$ cat config.mk
export PLATFORM = sky130hd
export DESIGN_NAME = unified_mem_arbiter
export DESIGN_NICKNAME = d
export VERILOG_FILES = /design/src/rtl/unified_mem_arbiter.sv
export SDC_FILE = /design/constraint.sdc
export NUM_CORES = 1
export LEC_CHECK = 0
export CAP_MARGIN = 20
export CELL_PAD_IN_SITES_DETAIL_PLACEMENT = 1
export CELL_PAD_IN_SITES_GLOBAL_PLACEMENT = 1
export CORE_AREA = 2 2 104 106
export DETAILED_ROUTE_END_ITERATION = 7
export DIE_AREA = 0 0 106 108
export DONT_BUFFER_PORTS = 1
export PLACE_DENSITY_LB_ADDON = 0.1
export SYNTH_ARGS = -nofsm -noshare
export SYNTH_HDL_FRONTEND = slang
export SYNTH_SLANG_ARGS = --single-unit
$ cat constraint.sdc
create_clock -name clk -period 1.5 [get_ports clk]
set_input_delay 0.225 -clock clk [delete_from_list [all_inputs] [get_ports clk]]
set_output_delay 0.225 -clock clk [all_outputs]
set_load 0.02 [all_outputs]
$ cat src/rtl/unified_mem_arbiter.sv
// Shares one single-port, variable-latency memory between IF fetch and MEM load/store; MEM first, then fetch.
// Optional wait-for-ack timeout with sticky bus error is built when UMA_TIMEOUT_EN is defined.
module unified_mem_arbiter #(
  parameter int ADDR_W         = 32,
  parameter int DATA_W         = 32,
  parameter int TIMEOUT_CYCLES = 255
) (
  input  logic              clk,
  input  logic              reset_x,
  input  logic [ADDR_W-1:0] i_fetchAddr,
  input  logic              i_dReq,
  input  logic              i_dWe,
  input  logic [ADDR_W-1:0] i_dAddr,
  input  logic [DATA_W-1:0] i_dWdata,
  input  logic [1:0]        i_dSize,
  output logic [DATA_W-1:0] o_inst,
  output logic [DATA_W-1:0] o_readData,
  output logic              o_stall,
  output logic              o_memReq,
  output logic              o_memWe,
  output logic [ADDR_W-1:0] o_memAddr,
  output logic [DATA_W-1:0] o_memWdata,
  output logic [1:0]        o_memSize,
  input  logic              i_memAck,
  input  logic [DATA_W-1:0] i_memRdata,
  output logic              o_busError
);

  localparam logic [0:0]        START    = 1'b0;
  localparam logic [0:0]        FETCH    = 1'b1;
  localparam logic [DATA_W-1:0] NOP_INST = DATA_W'(32'h0000_0013);

  logic [0:0]        state_q;
  logic [DATA_W-1:0] rd_buf;
  logic              data_phase;
  logic              forced;
  logic              done;

  // The data access is decided only in START; FETCH always issues the fetch.
  assign data_phase = (state_q == START) && i_dReq;

  // Request is combinationally killed while reset is held, so a late ack cannot complete anything.
  assign o_memReq   = reset_x;
  assign o_memWe    = data_phase && i_dWe;
  assign o_memAddr  = data_phase ? i_dAddr : i_fetchAddr;
  assign o_memWdata = i_dWdata;
  assign o_memSize  = data_phase ? i_dSize : 2'b10;

  assign done       = o_memReq && (i_memAck || forced);
  assign o_stall    = ~(~data_phase && done);
  assign o_inst     = forced ? NOP_INST : i_memRdata;
  assign o_readData = rd_buf;

`ifdef UMA_TIMEOUT_EN
  localparam int CNT_W = ($clog2(TIMEOUT_CYCLES + 1) > 8) ? $clog2(TIMEOUT_CYCLES + 1) : 8;

  logic [CNT_W-1:0] wait_cnt;
  logic             bus_err_q;

  // A real ack in the timeout cycle wins over the forced completion.
  assign forced     = ~i_memAck && (wait_cnt == CNT_W'(TIMEOUT_CYCLES));
  assign o_busError = bus_err_q;

  always_ff @(posedge clk or negedge reset_x) begin
    if (!reset_x) begin
      wait_cnt  <= '0;
      bus_err_q <= 1'b0;
    end else begin
      if (done) begin
        wait_cnt <= '0;
      end else begin
        wait_cnt <= wait_cnt + 1'b1;
      end
      if (forced) begin
        bus_err_q <= 1'b1;
      end
    end
  end
`else
  assign forced     = 1'b0;
  assign o_busError = 1'b0;
`endif

  always_ff @(posedge clk or negedge reset_x) begin
    if (!reset_x) begin
      state_q <= START;
      rd_buf  <= '0;
    end else if (done) begin
      if (data_phase) begin
        if (!i_dWe) begin
          rd_buf <= forced ? '0 : i_memRdata;
        end
        state_q <= FETCH;
      end else begin
        state_q <= START;
      end
    end
  end

endmodule

==> results_dict.tcl <==
set metrics [dict create \
    grt_pass1_wl_mm 8.76 \
    cts_tree "done" \
    synth_nets 317 \
    yosysWarnings 0 \
    synthDistinctLibCells 15 \
    p_sw_share_pct 37.5 \
    p_leak_uw 0.00109 \
    finalWorstSetupSlack_ns -0.145 \
    ys_async_sr_fraction_pct 100 \
    pwr_density_cell_nw_per_um2 1390 \
    grt_start_max_net_pins 34 \
    ir_drop_v 0.000522 \
    syn_area_per_cell_um2 12.0 \
    layout_common_cells "mux2_4 (64), dfrtp_1 (33), clkbuf_8 (6)" \
    dr.pass1.iters 3 \
    grt_pass1_vias 1290 \
    cpPeakStageDelay_ns 0.38 \
    die_h_um 108 \
    ioPinCount 269 \
    layout-drive-gt1-share_pct 69.0 \
    wirelength_mm 7.24 \
    synth-edff-count 0 \
    fmax_ghz 0.608 \
    cts.sinks 33 \
    maxCapViolations 0 \
    initial_utilization_pct 21.3 \
    cts_buffers 5 \
    crit_start "state_q" \
    vias 1181 \
    cts_buffer_depth 2 \
    dieArea_um2 11400 \
    nets 263 \
    rsz0062_at_grt "yes" \
    fin_crit_ns 1.65 \
    port_buffers 0 \
    via_per_inst 4.44 \
    grt_antenna_before_repair 1 \
    drc_errors 0 \
    ys_seq_elements 33 \
    cp-end-kind "output pin" \
    grt-ovfl-total 0 \
    insertion_delay_ns 0.29 \
    critical_path_class "reg2out" \
    start_kind "register" \
    worst_ep_required_time_ns 1.27 \
    fp.dieW_um 106 \
    clock_power_share_pct 22.1 \
    final_common_cell "mux2_4" \
    cts_root_buf "clkbuf_8" \
    synth-main-ff-cell "dfrtp_1" \
    r2r_start "state_q" \
    pwr-share-seq_pct 49.8 \
    cp_data_arrival_time_ns 1.42 \
    synth_area_um2 2180 \
    grt_use_total_pct 10.6 \
    gp_congestion 0.684 \
    crit_chain "nand2b_4, clkbuf_16, mux2_4" \
    worstHoldStart "i_memRdata[16]" \
    tns_ns -5.63 \
    skew_ns 0.00900 \
    drtIter0Drc 20 \
    status "complete, but fails checks" \
    combPwrFrac_pct 28.1 \
    drtAntennaViolNets 0 \
    wire_per_inst_um 27.2 \
    total_power_uw 3320 \
    clk_pin_slew_ns 0.08 \
    synth_cells 182 \
    place_hpwl_mm 5.15 \
    finalSetupViolCount 67 \
    violations "negative setup slack" \
    slowest_stage "dfrtp_1" \
    rows 37 \
    p_sw_uw 1240 \
    ys_seq_area_share_pct 38.0 \
    min_path_type "in2reg" \
    slew_violations 0 \
    core_area_um2 10200 \
    final_hold_viol_count 0 \
    p_int_uw 2080 \
    fin_crit_sh_pct 110 \
    cts_htree_levels 2 \
    syn2layout_area_growth_pct 9.43 \
    path_max_fanout 9 \
]
==> registers in the layout, summed over array words and instances, names as in the netlist <==
register	count
o_readData	32
state_q	1
==> critical path: cells and delay by family, from the launching register on <==
kind / cells / cell delay [ns]
and+or+nand+nor: 1 / 0.20
DFF: 1 / 0.38
muxes: 1 / 0.35
buffers and inverters: 1 / 0.20
==> cell type report <==
type | count | area, um2
antenna | 1 | 2.50
clock buffer | 6 | 82.6
clock inverter | 2 | 13.8
fill | 1117 | 7850
inverter | 2 | 7.51
multi-input combinational | 74 | 1040
sequential | 33 | 826
tap | 136 | 170
timing repair buffer | 12 | 235
==> logic make-up (layout without fill, tap and decap cells) <==
group | after synthesis | after routing | synth area share (%)
other | 1 | 2 | 0.172
muxes | 64 | 64 | 33.1
AOI/OAI and AO/OA | 1 | 1 | 0.230
DFF | 33 | 33 | 38.0
and+or+nand+nor | 8 | 8 | 2.59
buffers and inverters | 75 | 22 | 25.9
==> power groups by stage <==
| stage | Clock (uW) | Sequential, uW | Combinational [uW] |
|---|---|---|---|
| 2_1_floorplan | 0 | 1590 | 802 |
| 3_3_place_gp | 0 | 1670 | 603 |
| 3_5_place_dp | 0 | 1660 | 621 |
| 4_1_cts | 778 | 1650 | 709 |
| 5_1_grt | 816 | 1680 | 990 |
| 6_report | 734 | 1650 | 933 |
==> metrics by stage <==
| step | hold slack (ns) | cell area, um2 | instances | worst slack, ns | util [%] |
|---|---|---|---|---|---|
| finish | 0.0775 | 2380 | 266 | -0.145 | 23.3 |
| global route | 0.0523 | 2380 | 266 | -0.190 | 23.3 |
| CTS | 0.0620 | 2070 | 260 | -0.172 | 20.2 |
| detailed placement | -0.0697 | 1840 | 249 | 0.00962 | 18.0 |
| global placement | -0.0696 | 1840 | 249 | 0.0613 | 18.0 |
| floorplan | -0.0706 | 2180 | 182 | 0.0457 | - |
==> final timing paths <==
path	slack, ns	to	depth (start not counted)
min in group asynchronous	0.38	o_readData[12]	2
min reg2reg	0.50	state_q	2
min	0.08	o_readData[16]	1
max in group asynchronous	0.93	o_readData[6]	2
max reg2reg	-0.07	o_readData[5]	5
max	-0.15	o_memAddr[26]	3
==> cells in the mapped netlist (2+ instances only) <==
| cell type | count | share of area [%] |
|---|---|---|
| inv_1 | 2 | 0.35 |
| nor2_1 | 2 | 0.35 |
| dfrtp_1 | 33 | 38 |
| mux2_2 | 62 | 32 |
| mux2_1 | 2 | 1.0 |
| nand2_1 | 2 | 0.35 |
| buf_4 | 69 | 24 |
| buf_6 | 3 | 1.6 |
==> layer usage <==
layer	global-route usage (%)	wire length, um	up-vias
met5	0	0	-
met4	5.92	198	0
li1	-	-	434
met2	19.3	3840	143
met3	5.97	857	15
met1	9.23	2340	589
==> what timing repair did <==
item                                   4_1_cts  5_1_grt
hold buffers                                 2        0
pin swaps                                    0        1
gates cloned                                 1        4
setup endpoints to repair                   38       67
endpoints found under the hold margin       33        0
resized for setup                           20       54
setup buffers                                0        1
(Power assumes the default switching activity.)
